### config.mk
export PLATFORM = sky130hd
export DESIGN_NAME = core_alu_wb
export DESIGN_NICKNAME = d
export VERILOG_FILES = /design/src/rtl/core_alu_wb.sv
export SDC_FILE = /design/constraint.sdc
export NUM_CORES = 1
export LEC_CHECK = 0
export BUFFER_PORTS_ARGS = -buffer_cell sky130_fd_sc_hd__buf_4
export CORE_UTILIZATION = 47
export DETAILED_ROUTE_END_ITERATION = 10
export HOLD_SLACK_MARGIN = 0.12
export PLACE_DENSITY = 0.82
export SYNTH_ARGS = -nofsm -noshare
export SYNTH_HDL_FRONTEND = slang
export SYNTH_SLANG_ARGS = --single-unit
### constraint.sdc
create_clock -name clk -period 2.3 [get_ports clk]
set_clock_uncertainty 0.1 [all_clocks]
set_input_delay 0.345 -clock clk [delete_from_list [all_inputs] [get_ports clk]]
set_output_delay 0.345 -clock clk [all_outputs]
set_load 0.02 [all_outputs]
### src/rtl/core_alu_wb.sv
// Execute-to-writeback stage: single-entry result buffer draining to the register file, plus flag commit.
// Optional bypass outputs are enabled by defining I2D_WB_FWD_EN.
module core_alu_wb #(
    parameter int unsigned DATA_W = 32,
    parameter int unsigned RA_W   = 5
) (
    input  logic              clk,
    input  logic              rst_n,
    input  logic              ex_valid,
    output logic              ex_ready,
    input  logic [RA_W-1:0]   ex_rd,
    input  logic              ex_rf_wen,
    input  logic              ex_sr_wen,
    input  logic [DATA_W-1:0] alu_result,
    input  logic              alu_cf,
    input  logic              alu_of,
    input  logic              alu_zf,
    input  logic              flush,
    output logic              sr_cf,
    output logic              sr_of,
    output logic              sr_zf,
    output logic              rf_we,
    output logic [RA_W-1:0]   rf_waddr,
    output logic [DATA_W-1:0] rf_wdata,
    input  logic              rf_gnt,
    output logic              fwd_valid,
    output logic [RA_W-1:0]   fwd_rd,
    output logic [DATA_W-1:0] fwd_data,
    output logic [31:0]       retired
);

    typedef enum logic {EMPTY = 1'b0, FULL = 1'b1} state_t;

    state_t            state, state_nxt;
    logic              pend_v;
    logic [RA_W-1:0]   pend_rd;
    logic [DATA_W-1:0] pend_data;
    logic              accept;
    logic              load;
    logic              retire;

    assign pend_v   = (state == FULL);
    assign ex_ready = ~pend_v | rf_gnt;
    assign accept   = ex_valid & ex_ready;
    assign retire   = pend_v & rf_gnt;

    // State register
    always_ff @(posedge clk or negedge rst_n) begin
        if (!rst_n) state <= EMPTY;
        else        state <= state_nxt;
    end

    // Flush beats both load and retire; r0 writes never create an entry
    always_comb begin
        state_nxt = state;
        load      = 1'b0;
        if (accept && ex_rf_wen && (ex_rd != RA_W'(0)) && !flush) begin
            load = 1'b1;
        end
        if (flush) begin
            state_nxt = EMPTY;
        end else if (load) begin
            state_nxt = FULL;
        end else if (retire) begin
            state_nxt = EMPTY;
        end
    end

    always_ff @(posedge clk or negedge rst_n) begin
        if (!rst_n) begin
            pend_rd   <= RA_W'(0);
            pend_data <= DATA_W'(0);
        end else if (load) begin
            pend_rd   <= ex_rd;
            pend_data <= alu_result;
        end
    end

    // Flags commit at accept so a dependent carry chain sees them next cycle
    always_ff @(posedge clk or negedge rst_n) begin
        if (!rst_n) begin
            sr_cf <= 1'b0;
            sr_of <= 1'b0;
            sr_zf <= 1'b0;
        end else if (accept && ex_sr_wen) begin
            sr_cf <= alu_cf;
            sr_of <= alu_of;
            sr_zf <= alu_zf;
        end
    end

    always_ff @(posedge clk or negedge rst_n) begin
        if (!rst_n)      retired <= 32'd0;
        else if (accept) retired <= retired + 32'd1;
    end

    assign rf_we    = pend_v;
    assign rf_waddr = pend_rd;
    assign rf_wdata = pend_data;

`ifdef I2D_WB_FWD_EN
    assign fwd_valid = pend_v;
    assign fwd_rd    = pend_rd;
    assign fwd_data  = pend_data;
`else
    assign fwd_valid = 1'b0;
    assign fwd_rd    = RA_W'(0);
    assign fwd_data  = DATA_W'(0);
`endif

endmodule

Yosys cells after proc, flatten, opt, wreduce, memory -nomap -nowiden
Index checks and enable logic that the tools add are counted.
W data, S select, Z words.
{"block": "classes", "n_addsub": 1, "bitwise_logic": 4, "n_reduce_logical": 7, "mux": 4}
{"op": "$add A32 B1 Y32 const B", "n": 1}
{"op": "$reduce_bool A5 Y1", "n": 1}
{"op": "$logic_and A1 B1 Y1", "n": 4}
{"op": "$mux W1", "n": 4}
{"op": "$reduce_bool A3 Y1", "n": 1}
{"op": "$and A1 B1 Y1", "n": 2}
{"op": "$logic_not A1 Y1", "n": 1}
{"op": "$not A1 Y1", "n": 1}
{"op": "$or A1 B1 Y1", "n": 1}
{"block": "totals", "reg_bits": 73, "in_bits": 47, "elab_cells": 23}

Logic depth before layout (Yosys ltp)
{"block": "logic_depth", "depth_word": 9, "depth_mapped": 7}

Worst setup path after synthesis
No wires, ideal clock.
{"block": "synth_path", "path_kind": "register -> register", "startpoint": "register state (netlist: rf_we)", "endpoint": "register pend_rd[1] (netlist: rf_waddr[1])", "slack_ns": 0.194, "path_stages_with_launch": 8, "t_required_ns": 2.075, "arrival_time_ns": 1.881, "n_path_buf": 2, "path_cell_list": "dfrtp_1 -> nor2b_1 -> inv_1 -> nand2_1 -> nor4b_2 -> buf_6 -> buf_6 -> mux2_4"}
{"block": "synth_via", "elab_chain_len": 7}
{"element": "from (decl)", "line": "34", "rtl": "state_t state, state_nxt;"}
{"element": "from (signal assigned)", "line": "50", "rtl": "else state <= state_nxt;"}
{"element": "$not A1 Y1", "line": "43", "rtl": "assign ex_ready = ~pend_v | rf_gnt;"}
{"element": "$or A1 B1 Y1", "line": "43"}
{"element": "net ex_ready", "line": "10", "rtl": "output logic ex_ready,"}
{"element": "$and A1 B1 Y1", "line": "44", "rtl": "assign accept = ex_valid & ex_ready;"}
{"element": "$logic_and A1 B1 Y1 (3 in series)", "line": "57", "rtl": "if (accept && ex_rf_wen && (ex_rd != RA_W'(0)) && !flush) begin"}
{"element": "$mux W1", "line": "57"}
{"element": "to (signal assigned)", "line": "74", "rtl": "pend_rd <= ex_rd;"}
{"element": "to (decl)", "line": "36", "rtl": "logic [RA_W-1:0] pend_rd;"}
The timed path passes the listed nets, and every way through them passes these cells.
A chain may end at the register's enable or synchronous reset.

Final worst setup path
{"block": "layout_path", "startpoint": "register state (netlist: rf_we)", "endpoint": "register pend_data[28] (netlist: rf_wdata[28])"}
{"block": "layout_via", "elab_chain_len": 7}
{"element": "$not A1 Y1", "line": "43"}
{"element": "$or A1 B1 Y1", "line": "43"}
{"element": "$and A1 B1 Y1", "line": "44"}
{"element": "$logic_and A1 B1 Y1 (3 in series)", "line": "57"}
{"element": "$mux W1", "line": "57"}
{"element": "to (signal assigned)", "line": "75", "rtl": "pend_data <= alu_result;"}
{"element": "to (decl)", "line": "37", "rtl": "logic [DATA_W-1:0] pend_data;"}
No other way between the ends.

==> impl_summary.txt <==
----------------------------------------------------
[Status]
  Outcome ... finished clean

[Synth]
  Number of storage elements in the synthesis netlist ... 73
  Syn Std Cell Area ... around 3400 sq um
  Yosys top cell area share ... 0.539
  Total of warnings raised by yosys ... 0
  Number of flops mapped to enable cells by yosys ... 0
  Cell type contributing the most total cell area after synthesis ... sky130_fd_sc_hd__dfrtp_1
  Async set-or-reset flop fraction in the synthesized netlist ... 1.00
  Post-synthesis cell type count ... 29
  Main synth FF type ... sky130_fd_sc_hd__dfrtp_1
  Post-synthesis sequential area ratio ... 0.539
  Instance count of the mapped netlist ... approximately 260
  Dominant cells by area after synthesis ... sky130_fd_sc_hd__dfrtp_1 (54%), sky130_fd_sc_hd__buf_4 (8.4%), sky130_fd_sc_hd__mux2_4 (8.4%)
  Average instance area after synthesis ... ~13 sq um

[Power]
  Comb pwr share ... 0.282
  Maximum vdd ir drop ... approximately 0.00052 V
  Clock network fraction of total power ... 0.286
  Design Power ... 3.80 mW
  Sequential Power Share ... 0.431
  P per Cell Area ... 823 nW/um^2
  NetSw ... roughly 1.2 mW
  Pleak ... around 2.3 nW
  Power Internal ... around 2.6 mW
  Fraction of power spent switching nets ... 0.313

[Job]
  Max cap viols ... 0

[Floorplanning]
  Overall die height ... between 80 and 90 um
  Die ar. ... 7550 sq um
  Floorplan core area ... about 6900 sq um
  I/O Pins ... about 160
  Overall die width ... 86.9 um
  Effective utilization at floorplan ... 0.493
  Site Rows ... 30

[Worst setup path]
  Crit Reg-Reg Endpoint ... rf_wdata[28]
  Worst path required time ... 2.42 ns
  Slowest cell delay on critical path ... 0.38 ns
  Crit path max-delay cell type ... sky130_fd_sc_hd__dfrtp_1
  Data arrival, critical path ... approximately 2.1 ns
  List of cells traversed by the critical path ... nor2b_1, inv_1, nand2_1, nor4b_4, buf_12, mux2_2
  Setup slack of the most critical reg-to-reg path ... approximately 0.28 ns
  CP Max Fanout ... 36
  Worst Setup Path Type ... reg2reg
  Origin of the critical flop-to-flop path ... rf_we
  CP Launch Point ... rf_we
  Critical Path Sink ... rf_wdata[28]
  Critical Path Start Type ... flip-flop
  Cells on worst reg2reg path ... 6
  Worst Setup End Kind ... flip-flop

[Placed design]
  Final weighted congestion of routability-driven global placement ... a little over 0.7
  Number of buffers added on ports ... 120
  Placed Area ... about 4300 sq um
  Number of placed instances, taps included ... between 400 and 500
  Half-perimeter wire length of the detailed placement result ... 5170 um
  Minimum setup slack after placement ... roughly 0.25 ns

[Drt]
  Via count ... ~2300
  Amount of wire on met2 after detailed routing ... 3500 um
  Count of nets left with antenna violations after detail routing ... 0
  Detailed Route Iter0 Violations ... 56
  Metal3 WL ... between 600 and 700 um
  Metal1 wirelength ... ~3100 um
  DRC ... 0
  Number of detailed-route iterations in the first pass ... 4
  Max Used Layer ... met4
  Average wire per cell in the routed design ... 14.8 um
  Overall routed net length ... 7380 um
  Number of vias per cell after detailed routing ... between 4 and 5

[Clock network]
  Hold_buf cts ... 7
  Clock latency of the later-clocked register in the worst-skew pair ... between 0.3 and 0.4 ns
  CTS Root Cell ... sky130_fd_sc_hd__clkbuf_8
  H-tree depth ... 3
  Clk pin slew, worst setup/hold paths ... around 0.08 ns
  CTS sink cnt ... 73
  CTS tree ... built
  CTS resizes ... 0
  Number of buffers created by CTS ... 9
  Max Buffers Root-to-Sink ... 2
  Number of post-CTS setup repair buffers ... 0

[Global route]
  Maximum number of pins on one net before global-route repair ... 39
  First-pass GRT wire length ... between 10000 and 15000 um
  Overall fraction of global-route tracks in use ... 0.202
  Number of global-route vias before repair ... approximately 2400
  Grt total ovfl ... 0
  Number of antenna violations at the first check in global routing ... 0

[STA]
  Final period demand of the worst path ... ~2.0 ns
  Tightest hold margin ... ~0.14 ns
  Fin Setup TNS ... 0 ns
  Post-route clock period utilization ... 0.878
  Maximum clock frequency ... around 0.50 GHz
  Count of final setup violators ... 0
  Number of hold violations in the final report ... 0
  Final max-slew violation count ... 0
  Least setup slack across all paths after layout ... between 0.2 and 0.3 ns
  RSZ-0062 raised after global routing ... false

[Finish]
  Final instance area ... 4620 sq um
  Fraction of the core area covered by cells at the end of the flow ... 0.673
  Antenna fix cells ... 0
  Commonest non-fill, non-tap cells in the layout ... sky130_fd_sc_hd__buf_4 (124), sky130_fd_sc_hd__dfrtp_1 (73), sky130_fd_sc_hd__conb_1 (38)
  Commonest non-fill, non-tap cell in the layout ... sky130_fd_sc_hd__buf_4
  Number of nets in the layout ... roughly 450
  Cell Count, Final, Fillers Out ... 499
  Area growth from synthesis to final layout ... 36.4%
  Fraction of final layout cells sized beyond drive strength 1 ... 0.459

[Worst hold path]
  Worst hold start ... alu_result[8]
  Worst min-delay path category ... in2reg

----------------------------------------------------
-- power by group through the flow --
stage	registers, mW	clock network, mW	logic [mW]
global route	1.66	1.17	1.14
CTS	1.64	1.11	1.07
floorplan	1.88	0	0.380
global placement	1.65	0	1.04
detailed placement	1.65	0	1.07
finish	1.64	1.09	1.07
-- kinds of logic after synthesis --
| group | Yosys count | share of synthesized area |
|---|---|---|
| AND/OR/NAND/NOR | 64 | 0.117 |
| flip-flops | 73 | 0.539 |
| adder cells (fa/ha/maj) | 1 | 0.00369 |
| AO/OA/AOI/OAI | 1 | 0.00222 |
| multiplexers | 40 | 0.154 |
| XOR/XNOR | 31 | 0.0802 |
| buffers and inverters | 47 | 0.102 |
| other | 1 | 0.00111 |
-- how the worst min path moves through the flow --
stage                         to  slack, ns  cells past startpoint
detailed placement  rf_wdata[23]       0.24                      1
floorplan             retired[0]      -0.05                      0
CTS                 rf_wdata[11]       0.12                      2
global placement    rf_wdata[23]       0.22                      1
finish               rf_wdata[8]       0.14                      2
global route         rf_wdata[8]       0.12                      2
-- Yosys cell counts, drive strengths merged (2+ instances only) --
cell type  instances
dfrtp             73
buf               44
mux2              40
xnor2             27
nand2             15
nand4             13
nand3              9
and4               5
and2               4
and3               4
xor2               4
nor2               3
clkbuf             2
nand4b             2
nor2b              2
nor4b              2
-- state kept, by name (all words and copies together), names as in the netlist --
name	cells
retired	32
rf_waddr	5
rf_wdata	32
rf_we	1
sr_cf	1
sr_of	1
sr_zf	1
-- layer usage --
| metal | vias to the layer above | track usage |
|---|---|---|
| li1 | 1089 | - |
| met4 | 0 | 0.0712 |
| met2 | 107 | 0.301 |
| met5 | - | 0 |
| met1 | 1144 | 0.265 |
| met3 | 7 | 0.0834 |
-- worst max-delay path: cells and delay by family (launching register included) --
family,cells,cell delay (ns)
multiplexers,1,0.37
flip-flops,1,0.38
AND/OR/NAND/NOR,3,0.66
buffers and inverters,2,0.38
-- final cells by class --
type | count | area [sq um]
Fill cell | 498 | 2250
Sequential cell | 73 | 1830
Multi-Input combinational cell | 175 | 1370
Timing Repair Buffer | 138 | 1090
Clock buffer | 10 | 128
Tap cell | 96 | 120
Clock inverter | 6 | 82.6
Inverter | 1 | 3.75
No activity file was read; power rests on OpenSTA's default activity.
